File: config.mk
export PLATFORM = sky130hd
export DESIGN_NAME = sfx_player
export DESIGN_NICKNAME = d
export VERILOG_FILES = /design/src/rtl/sfx_player.sv
export SDC_FILE = /design/constraint.sdc
export NUM_CORES = 1
export LEC_CHECK = 0
export CAP_MARGIN = 0
export CORE_ASPECT_RATIO = 1.4
export CORE_MARGIN = 5
export CORE_UTILIZATION = 30
export DETAILED_ROUTE_END_ITERATION = 10
export MAX_ROUTING_LAYER = met4
export PLACE_DENSITY = 0.52
export SLEW_MARGIN = 20
export SYNTH_ARGS = -nofsm -noshare
export SYNTH_HDL_FRONTEND = slang
export SYNTH_SLANG_ARGS = --single-unit
File: constraint.sdc
create_clock -name clk -period 3.15 [get_ports clk]
set_input_delay 0.315 -clock clk [delete_from_list [all_inputs] [get_ports clk]]
set_output_delay 0.315 -clock clk [all_outputs]
set_load 0.02 [all_outputs]
File: src/rtl/sfx_player.sv
// Sound-effect sequencer: plays a fixed note sequence per game event as a square wave.
// Optional mute control is compiled in with `define SFX_MUTE_EN.
module sfx_player #(
    parameter int TICK_DIV = 25000,
    parameter int HALF_W   = 15
) (
    input  logic       clk,
    input  logic       rst,
    input  logic       i_eat,
    input  logic       i_failure,
    input  logic       i_success,
`ifdef SFX_MUTE_EN
    input  logic       i_mute_toggle,
    output logic       o_muted,
`endif
    output logic       o_audio,
    output logic       o_busy,
    output logic [1:0] o_effect
);

    localparam int PRE_W = (TICK_DIV > 1) ? $clog2(TICK_DIV) : 1;
    localparam logic [PRE_W-1:0] PRE_LAST = PRE_W'(TICK_DIV - 1);

    localparam logic [1:0] S_IDLE = 2'd0;
    localparam logic [1:0] S_PLAY = 2'd1;
    localparam logic [1:0] S_GAP  = 2'd2;

    logic [1:0]        r_state;
    logic              r_armed;
    logic [2:0]        r_in_q;
    logic [2:0]        r_in_qq;
    logic [PRE_W-1:0]  r_pre;
    logic [6:0]        r_dur;
    logic [HALF_W-1:0] r_half;
    logic [1:0]        r_note;
    logic              r_audio;
    logic              r_busy;
    logic [1:0]        r_effect;

    logic [2:0]        w_in;
    logic [2:0]        w_rise;
    logic [1:0]        w_new_eff;
    logic              w_fire;
    logic              w_tick;
    logic [HALF_W+7:0] w_note;
    logic [HALF_W-1:0] w_half;
    logic [6:0]        w_dur;
    logic              w_last;
    logic              w_mute;

    // Packed entry {last, duration ticks, half-period cycles}.
    function automatic logic [HALF_W+7:0] note_entry(input logic [1:0] eff, input logic [1:0] idx);
        logic [HALF_W-1:0] h;
        logic [6:0]        d;
        logic              l;
        h = '0;
        d = 7'd1;
        l = 1'b1;
        case (eff)
            2'd1: begin
                d = 7'd40;
                l = (idx == 2'd1);
                h = (idx == 2'd0) ? HALF_W'(12000) : HALF_W'(9000);
            end
            2'd2: begin
                d = 7'd80;
                l = (idx == 2'd3);
                case (idx)
                    2'd0:    h = HALF_W'(12000);
                    2'd1:    h = HALF_W'(10000);
                    2'd2:    h = HALF_W'(8000);
                    default: h = HALF_W'(6000);
                endcase
            end
            2'd3: begin
                d = 7'd120;
                l = (idx == 2'd2);
                case (idx)
                    2'd0:    h = HALF_W'(16000);
                    2'd1:    h = HALF_W'(20000);
                    default: h = HALF_W'(24000);
                endcase
            end
            default: ;
        endcase
        return {l, d, h};
    endfunction

    assign w_in   = {i_failure, i_success, i_eat};
    assign w_rise = r_in_q & ~r_in_qq;
    assign w_note = note_entry(r_effect, r_note);
    assign w_half = w_note[HALF_W-1:0];
    assign w_dur  = w_note[HALF_W+6:HALF_W];
    assign w_last = w_note[HALF_W+7];
    assign w_tick = (r_pre == PRE_LAST);

    always_comb begin
        w_new_eff = 2'd0;
        if (w_rise[2])      w_new_eff = 2'd3;
        else if (w_rise[1]) w_new_eff = 2'd2;
        else if (w_rise[0]) w_new_eff = 2'd1;
    end

    // Equal priority restarts the current effect; lower priority is dropped.
    assign w_fire = (w_new_eff != 2'd0) && (w_new_eff >= r_effect);

    always_ff @(posedge clk or posedge rst) begin
        if (rst) begin
            r_state  <= S_IDLE;
            r_armed  <= 1'b0;
            r_in_q   <= '0;
            r_in_qq  <= '0;
            r_pre    <= '0;
            r_dur    <= '0;
            r_half   <= '0;
            r_note   <= '0;
            r_audio  <= 1'b0;
            r_busy   <= 1'b0;
            r_effect <= '0;
        end else begin
            // First clock after reset loads both stages so held-high inputs do not fire.
            r_armed <= 1'b1;
            r_in_q  <= w_in;
            r_in_qq <= r_armed ? r_in_q : w_in;
            if (w_fire) begin
                r_state  <= S_PLAY;
                r_effect <= w_new_eff;
                r_busy   <= 1'b1;
                r_note   <= '0;
                r_pre    <= '0;
                r_dur    <= '0;
                r_half   <= '0;
                r_audio  <= 1'b0;
            end else begin
                case (r_state)
                    S_PLAY: begin
                        r_pre <= w_tick ? '0 : r_pre + 1'b1;
                        if (r_half == w_half - 1'b1) begin
                            r_half  <= '0;
                            r_audio <= ~r_audio;
                        end else begin
                            r_half <= r_half + 1'b1;
                        end
                        if (w_tick) begin
                            if (r_dur == w_dur - 7'd1) begin
                                r_state <= S_GAP;
                                r_dur   <= '0;
                                r_half  <= '0;
                                r_audio <= 1'b0;
                            end else begin
                                r_dur <= r_dur + 7'd1;
                            end
                        end
                    end
                    S_GAP: begin
                        r_pre <= w_tick ? '0 : r_pre + 1'b1;
                        if (w_tick) begin
                            if (w_last) begin
                                r_state  <= S_IDLE;
                                r_busy   <= 1'b0;
                                r_effect <= '0;
                                r_note   <= '0;
                            end else begin
                                r_state <= S_PLAY;
                                r_note  <= r_note + 2'd1;
                                r_dur   <= '0;
                                r_half  <= '0;
                                r_audio <= 1'b0;
                            end
                        end
                    end
                    default: begin
                        r_pre <= '0;
                    end
                endcase
            end
        end
    end

`ifdef SFX_MUTE_EN
    logic r_mute_q;
    logic r_mute_qq;
    logic r_muted;

    always_ff @(posedge clk or posedge rst) begin
        if (rst) begin
            r_mute_q  <= 1'b0;
            r_mute_qq <= 1'b0;
            r_muted   <= 1'b0;
        end else begin
            r_mute_q  <= i_mute_toggle;
            r_mute_qq <= r_armed ? r_mute_q : i_mute_toggle;
            if (r_mute_q && !r_mute_qq)
                r_muted <= ~r_muted;
        end
    end

    assign w_mute  = r_muted;
    assign o_muted = r_muted;
`else
    assign w_mute = 1'b0;
`endif

    assign o_audio  = r_audio & ~w_mute;
    assign o_busy   = r_busy;
    assign o_effect = r_effect;

endmodule

==> metrics.txt, run 1 <==
outcome complete, no violations; final net count 408; # clock sinks 52; initial antenna violation count 0; port bufs 8; startpoint types flip-flop; root buffer cell clkbuf_16; top_reg_cell synth dfrtp_1; Crit Path Category flip-flop to flip-flop; Switching Fraction 0.379; drt total wl 7340 um; pwr dens 609 mW/mm^2; Worst-Skew Late Latency 0.29 ns; Layout Skew 0.00637 ns; share of cells above drive strength 1 0.118; ant diodes 0; TritonRoute pass-1 iters 4; CP required 3.33 ns; Setup Viol. Count Final 0; Yosys cell types 53; CP Capture Type flip-flop; sequential element share of the synthesized area 0.400; syn nets 384; setup tns final 0 ns; GP Congestion 0.835; Final ANT Viol Nets 0; EDFF count, synth 0; period utilization 0.966; commonest non-fill, non-tap cell in the layout dfrtp_1; met1 Track Usage GR 0.133; Worst Path Max Fanout 5; most used routing layer met2; r2r worst-path depth 11; cell count after synthesis 366; Worst slew margin 0.599; largest net degree at the start of global routing 29; width of the die 98.0 um; M3 GR Usage 0.0178; minimum clock period 3.04 ns; routed length per instance 13.8 um; Slew Viols, Final 0; sequential share of power 0.363; asr flop ratio synth 1.00; Detailed Route Iter0 Violations 119; Avg Inst Size Synth 8.89 sq um; I/O pin cnt 9; clock network fraction of total power 0.237; die area 0.0131 sq mm; Max IR drop VDD 0.273 mV; Storage cell area 0.00130 sq mm; crit path DAT 3.23 ns; gr usage total 0.118; Pleak 1.59 nW; leading area contributor after synthesis dfrtp_1; Sw Pwr 0.871 mW; Combinational Power Share 0.400; Cell Int Power 1.43 mW; clock-pin slew on the worst setup and hold paths 0.07 ns; H-tree levels 2; Via density 4.94; unrepaired setup endpoints after global routing no; Synth Warn # 0; multi-input logic area 0.00185 sq mm; filler cell count 1075; Worst Tran Pin Value 0.601 ns; Synth Register Bits 52; via count 2630; Final HPWL DP 5570 um; gr ovfl total 0; Fmax 328 MHz; CTS tree done; Hold WS 0.377 ns; Pwr Total 2.30 mW; Die Y 133 um; vias in the first global route 2661; first-pass GRT wire length 12500 um; met2 Track Usage GR 0.211; CTS max path bufs 2; clock buffer count from CTS 5; Synth top area share 0.400; layout overhead on the synthesized area 15.9%; Area contributors post-synth dfrtp_1, ha_1, nor2_1; area of the mapped netlist 0.00325 sq mm; initial cell density of the core 0.303; Max Cap Viol 0; Rows 45; worst hold path class primary input to asynchronous set/reset pin; CORE AREA 0.0108 sq mm; Hold Fails Final Rpt 0; most frequent cells in the layout dfrtp_1, nor2_1, nand2_1, buf_4; # DRC 0
[critical path: stages, from the launching register on]
cell       delay (ns)
dfrtp_1          0.34
inv_1            0.07
ha_2             0.17
or3b_4           0.37
ha_2             0.29
xnor2_1          0.12
a211o_1          0.23
or4_4            0.52
a2111oi_4        0.33
buf_4            0.20
o21bai_1         0.06
a22o_1           0.23
[registers in the layout, indices dropped and copies added (netlist names)]
register  flops
r_state       2
o_effect      2
r_pre        15
r_in_q        3
r_note        2
o_busy        1
r_dur         7
o_audio       1
r_half       15
r_armed       1
r_in_qq       3
[cells in the mapped netlist, types with 3 or more instances]
library cell   n
o211ai_1       3
o21bai_1       3
xnor2_1       16
nor2_1        43
mux2_2         3
nor3_1        10
or3_1         10
a21o_1         7
nand2_1       36
a22o_1         4
clkbuf_1       5
nor2b_1        7
o21ai_0       20
nand3b_1       4
o31a_1         4
ha_1          13
inv_1         12
and3_1         3
nand3_1       19
xor2_1         8
nor3b_1        4
a21oi_1       15
a211o_1        4
mux2i_1        3
nand2b_1       7
nand4_1        3
buf_2          5
and4_1         3
buf_4          3
or2_2          3
a211oi_1       6
dfrtp_1       52
[path summary, 6_finish.rpt]
path                            startpoint        end  slack, ns
worst min register to register    r_pre[0]   r_pre[0]       0.49
max in group asynchronous              rst  r_half[6]       2.01
min in group clk                  r_pre[0]   r_pre[0]       0.49
worst min-delay path                   rst   r_pre[6]       0.38
worst max register to register   r_note[1]    o_audio       0.11
worst max-delay path             r_note[1]    o_audio       0.11
[what timing repair did]
item,in CTS,in global routing
endpoints found under the setup margin,0,15
buffers inserted,0,1
hold buffers,0,0
gates resized for setup,0,6
[routing by layer]
| metal | routed length [um] | vias to the layer above | share of wire |
|---|---|---|---|
| met4 | 170 | 0 | 0.023 |
| met3 | 133 | 12 | 0.018 |
| met1 | 3150 | 1245 | 0.43 |
| met5 | 0 | - | 0 |
| li1 | - | 1342 | - |
| met2 | 3880 | 31 | 0.53 |
[final cells by class]
cell class / count / area share
clock buffer: 6 / 0.0342
clock inverter: 2 / 0.00365
inverter: 12 / 0.0119
multi-input combinational: 288 / 0.491
sequential: 52 / 0.345
tap: 141 / 0.0468
timing repair buffer: 31 / 0.0670
[logic make-up (layout without fill, tap and decap cells)]
| kind of cell | after synthesis | in the layout | share of synthesized area |
|---|---|---|---|
| simple gates | 164 | 164 | 0.256 |
| flops | 52 | 52 | 0.400 |
| other cells | 1 | 1 | 0.00115 |
| mux | 6 | 6 | 0.0196 |
| buf+inv | 26 | 51 | 0.0377 |
| xor+xnor | 24 | 24 | 0.0646 |
| fa+ha+maj | 13 | 13 | 0.0500 |
| compound gates | 80 | 80 | 0.171 |
[power groups by stage]
stage / clock, mW / sequential [mW] / combinational (mW)
floorplan: 0 / 0.839 / 0.663
global placement: 0 / 0.844 / 0.904
detailed placement: 0 / 0.845 / 0.918
CTS: 0.565 / 0.832 / 0.922
global route: 0.594 / 0.848 / 1.04
finish: 0.545 / 0.833 / 0.920
[stage by stage]
| stage | cells | area [sq um] | setup WS, ns | utilization |
|---|---|---|---|---|
| after floorplan | 366 | 3250 | 0.00576 | - |
| after global placement | 523 | 3600 | 0.0848 | 0.335 |
| after detailed placement | 523 | 3600 | 0.0213 | 0.335 |
| after CTS | 531 | 3740 | 0.00710 | 0.348 |
| after global routing | 532 | 3770 | 0.00166 | 0.351 |
| final | 532 | 3770 | 0.106 | 0.351 |
(Power assumes the default switching activity.)
==> run 2, diff against run 1 <==
- CTS_CLUSTER_SIZE: not set -> 25
==> results of run 2 <==
Same layout as run 1: the final DEF is identical, and so are final timing and power.
==> RTL edit 1: new RTL, flow settings as in run 1 <==
Set the parameter `HALF_W` to 30 (it was 15).
--- a/src/rtl/sfx_player.sv
+++ b/src/rtl/sfx_player.sv
@@ -4,3 +4,3 @@
     parameter int TICK_DIV = 25000,
-    parameter int HALF_W   = 15
+    parameter int HALF_W   = 30
 ) (
Formal check against the unedited RTL: same outputs for any inputs over 10 cycles, from zero or initial values and one cycle with rst high; that may be too few to reach the edited logic, so the function may still have changed.
==> RTL edit 1 against run 1 <==
  * Maximum frequency is 0.84% lower
  * Routed wire length is 47% higher
  * Total power is 32% higher
  * Area after synthesis is 32% higher
  * Cell area is 35% higher
  * Sequential cell count is 15 higher
  * Worst hold slack better by 0.055 ns
  * Core utilization is 1.3 points higher
  * Setup slack worse by 0.026 ns
==> RTL edit 1: results (changes against run 1) <==
Critical path
  • Worst Setup SP: r_note[0]
  • R2R Path Start: r_note[0]
  • Flop2flop setup slack: 0.08 ns (-0.03 ns)
  • Crit Path Max Fanout: 7 (+2)
  • Reg-to-reg endpoint: r_half[27]
  • WP data arrival: 3.29 ns (+0.06 ns)
  • Worst reg2reg path depth: 11 (unchanged)
  • Setup crit end kind: flop

Place
  • Port Buffers: 8 (unchanged)
  • Routability Congestion: 0.866 (+3.7%)
  • HPWL Detailed: 7500 um (+35%)

Final layout
  • Total Nets Final: 540 (+32%)
  • ANT cells: 0 (unchanged)
  • Top flop regs: r_half x30, r_pre x15, r_dur x7
  • Proportion of layout cells with a drive suffix above 1: 13.1% (+1.4 points)

Logic synthesis
  • Area contributors post-synth: dfrtp_1 (39%), nor2_1 (8.6%), a221o_1 (5.8%)
  • Synthesized Nets: 521 (+36%)
  • Yosys warns: 0 (unchanged)
  • Most frequent cells after synthesis: nor2_1 (99), dfrtp_1 (67), nand3_1 (44)
  • Unique masters post-synth: 62 (+17%)
  • Sequential-to-total area share from yosys stat: 39.0% (-1.0 points)
  • Main flop type after synthesis: dfrtp_1
  • Ys async rst share: 100% (unchanged)

Timing
  • Final hold slack: 0.432 ns (+0.0550 ns)
  • Slew headroom: 51.3% (-8.6 points)
  • Skew final: 0.00807 ns (+0.00171 ns)

Clocking
  • Clock latency on the worst-skew pair: 0.34 ns (+0.05 ns)
  • CTS Root Buffer Type: clkbuf_16
  • H-Tree Level Count: 3 (+1)
  • Clock-pin slew on the worst setup and hold paths: ~0.060 ns
  • Max Root-Sink Buffers: 2 (unchanged)
  • Num CTS Buffers: 9 (+4)

Global route
  • Largest net degree at the start of global routing: 35 (+21%)
  • Tot GR Track Use: 13.5% (+1.7 points)
  • Antenna violations before repair: 0 (unchanged)
  • Global-route wire length before repair: 18100 um (+44%)

Drt
  • DR iter-0 viols: 187 (+57%)
  • Routed vias: 3773 (+43%)
  • Total Wirelength: 10800 um (+47%)
  • First-pass iteration count of the detailed router: 4 (unchanged)

Pwr
  • Leakage: 2.24 nW (+41%)
  • Maximum vdd drop: 339 uV (+24%)

Flow run
  • Max Cap Viol: 0 (unchanged)

Hold path
  • HP Class: input port to asynchronous set/reset pin

Status
  • Outcome: completed
## RTL edit 1: cell count changes after synthesis, moves of 7 or more
cell,delta
a221o_1,+25
dfrtp_1,+15
nand3_1,+25
nand4_1,+12
nor2_1,+56
o21ai_0,-9
xnor2_1,-7
xor2_1,+9
## RTL edit 1: layer usage
layer	share of wire [%]	track usage (%)
met1	42	14.3
met2	53	24.8
met3	2.5	2.42
met4	2.4	5.78
met5	0	-
## RTL edit 1: worst max-delay path: stages (launching register included)
cell	delay [ns]
dfrtp_1	0.43
inv_2	0.07
ha_4	0.16
or3b_4	0.41
ha_4	0.28
xor2_1	0.14
and3_1	0.19
o311ai_2	0.12
a2111oi_4	0.33
and4_4	0.36
nor2b_2	0.13
a221o_1	0.34
## RTL edit 1: worst max path at each step
stage / end / slack, ns / cells after the start
after floorplan: r_half[10] / 0.04 / 15
after global placement: r_half[10] / 0.15 / 12
after detailed placement: r_half[9] / 0.008 / 12
after CTS: r_half[7] / 0.03 / 12
after global routing: r_half[4] / -0.05 / 11
final: r_half[27] / 0.08 / 11
## RTL edit 1: what timing repair did
action / 4_1_cts / 5_1_grt
setup buffers: 0 / 3
hold buffers: 0 / 0
endpoints found under the hold margin: 0 / 0
pin swaps: 0 / 8
gates resized for setup: 1 / 18
cloned: 0 / 4
endpoints found under the setup margin: 25 / 30
## RTL edit 1: logic make-up (layout without fill, tap and decap cells)
| family | after synthesis | in the layout | share of synthesized area (%) |
|---|---|---|---|
| and+or+nand+nor | 269 | 272 | 30.7 |
| muxes | 7 | 7 | 1.77 |
| buffers and inverters | 43 | 64 | 5.15 |
| AOI/OAI and AO/OA | 75 | 75 | 13.9 |
| adders and majority gates | 14 | 14 | 4.07 |
| xor gates and xnor gates | 26 | 26 | 5.29 |
| other | 1 | 1 | 0.0872 |
| DFF | 67 | 67 | 39.0 |
## RTL edit 1: layout make-up
type	instances	area (um^2)
Timing Repair Buffer	30	287
Inverter	18	67.6
Tap cell	185	231
Fill cell	1407	8900
Clock buffer	9	225
Multi-Input combinational cell	395	2510
Sequential cell	67	1680
Clock inverter	7	75.1
## RTL edit 1: report_power, final
part           internal, mW  switching [mW]  total, mW
sequential            0.936          0.0921       1.03
combinational         0.366           0.618      0.984
clock                 0.618           0.400       1.02
## RTL edit 1: through the flow
step                      cells  cell area [um^2]  setup WS, ns  TNS, ns  util, %
after CTS                   704              4930        0.0267        0     35.3
final                       711              5070        0.0798        0     36.3
after global routing        711              5070       -0.0549   -0.492     36.3
after detailed placement    688              4630       0.00797        0     33.1
after global placement      688              4630         0.150        0     33.1
after floorplan             502              4320        0.0361        0        -
==> RTL edit 2: new RTL, flow settings as in run 1 <==
Without the edit above. Put a register stage on the output `o_audio`, cleared by the reset. The value now appears one clock later. The other outputs are not delayed to match.
--- a/src/rtl/sfx_player.sv
+++ b/src/rtl/sfx_player.sv
@@ -203,3 +203,9 @@
 
-    assign o_audio  = r_audio & ~w_mute;
+    always_ff @(posedge clk or posedge rst) begin
+        if (rst) begin
+            o_audio <= '0;
+        end else begin
+            o_audio <= r_audio & ~w_mute;
+        end
+    end
     assign o_busy   = r_busy;
Check against the original RTL: same outputs for any inputs over 10 cycles, from zero or initial values and one cycle with rst high; that may be too few to reach the edited logic, so the function may still have changed.
==> RTL edit 2 against run 1 <==
  * Total power grew 14%
  * Critical endpoint is now r_half[11]
  * Global-route usage grew 0.40 points
  * Combinational power grew 21%
  * Setup slack gained 0.21 ns
  * Largest power group unchanged
  * Area after synthesis grew 9.3%
  * Clock skew grew 0.0046 ns
  * Sequential cell count grew 1
  * Cell area grew 4.2%
  * Sequential share of layout area shrank 0.77 points
  * Routed wire length grew 10%
  * Via count grew 11%
  * Synthesized cell count grew 11%
  * Critical path depth grew 1
==> RTL edit 2: results (changes against run 1) <==
Critical path
  • Worst reg2reg path depth: 12 (+1)
  • WP data arrival: 3.02 ns (-0.21 ns)
  • Cell family with most CP delay: compound AO/OA/AOI/OAI gates
  • R2R Path Start: r_note[0]
  • Reg-to-reg endpoint: r_half[11]
  • Flop2flop setup slack: 0.32 ns (+0.21 ns)

Logic synthesis
  • Unique masters post-synth: 67 (+26%)
  • Post-synthesis compound-gate area fraction: 19.0% (+1.9 points)
  • Synthesized Nets: 423 (+10%)
  • Sequential-to-total area share from yosys stat: 37.3% (-2.7 points)
  • Area contributors post-synth: dfrtp_1 (37%), ha_1 (4.6%), nand2_1 (4.5%)
  • Post-synthesis mux area share: 2.11% (+0.15 points)
  • XOR/XNOR Fraction of Synth Area: 4.68% (-1.8 points)

Timing
  • Slew headroom: 53.7% (-6.3 points)
  • Skew final: 0.0110 ns (+0.00462 ns)

Drt
  • Total Wirelength: 8080 um (+10%)
  • DR iter-0 viols: 145 (+22%)
  • Via density: 5.21 (+5.4%)

Pwr
  • Clk pwr: 594 uW (+9.0%)
  • Leakage: 1.54 nW (-2.7%)
  • Maximum vdd drop: 246 uV (-9.9%)

Final layout
  • Proportion of layout cells with a drive suffix above 1: 11.7% (-0.11 points)
  • Fillers: 1215 (+13%)

Hold path
  • HP Class: flop to flop

Global route
  • Largest net degree at the start of global routing: 54 (+86%)
  • Global-route wire length before repair: 13900 um (+11%)
  • Vias in the first global route: 2878 (+8.2%)

Place
  • Routability Congestion: 0.837 (+0.24%)
  • HPWL Detailed: 6000 um (+7.6%)

Status
  • Outcome: completed
RTL edit 2: cell types whose count changed after synthesis, moves of 6 or more:
cell / delta
a21o_1: -6
a21oi_1: +7
nand2_1: +7
nand4_1: +6
nor2_1: -7
o21ai_1: +10
xnor2_1: -11
xor2_1: +6
RTL edit 2: how the worst max path moves through the flow:
stage / startpoint / to
6_report: r_note[0] / r_half[11]
3_5_place_dp: r_note[0] / r_half[13]
3_3_place_gp: r_note[0] / r_half[10]
2_1_floorplan: r_note[0] / r_half[11]
4_1_cts: r_note[0] / r_half[11]
5_1_grt: r_in_q[0] / r_half[13]
RTL edit 2: routing by layer:
metal / vias to the layer above / GRT usage, % / part of all wire, %
met4: 0 / 3.59 / 1.2
met3: 8 / 1.86 / 1.6
met2: 37 / 21.5 / 54
li1: 1462 / - / -
met1: 1405 / 14.2 / 43
met5: - / - / 0
RTL edit 2: cell type report:
class                           count  area share (%)
Clock buffer                        5            3.18
Tap cell                          147            4.68
Multi-Input combinational cell    319            52.3
Timing Repair Buffer               19            4.14
Inverter                           13            1.24
Sequential cell                    53            33.7
Clock inverter                      3           0.732
RTL edit 2: through the flow:
| step | power [mW] | worst slack (ns) | hold slack (ns) | std cells | area, um^2 |
|---|---|---|---|---|---|
| 2_1_floorplan | 1.80 | 0.359 | 0.346 | 405 | 3560 |
| 3_3_place_gp | 2.03 | 0.392 | 0.443 | 551 | 3780 |
| 3_5_place_dp | 2.04 | 0.325 | 0.448 | 551 | 3780 |
| 4_1_cts | 2.65 | 0.310 | 0.461 | 559 | 3930 |
| 5_1_grt | 2.82 | 0.0721 | 0.473 | 559 | 3930 |
| 6_report | 2.61 | 0.319 | 0.465 | 559 | 3930 |
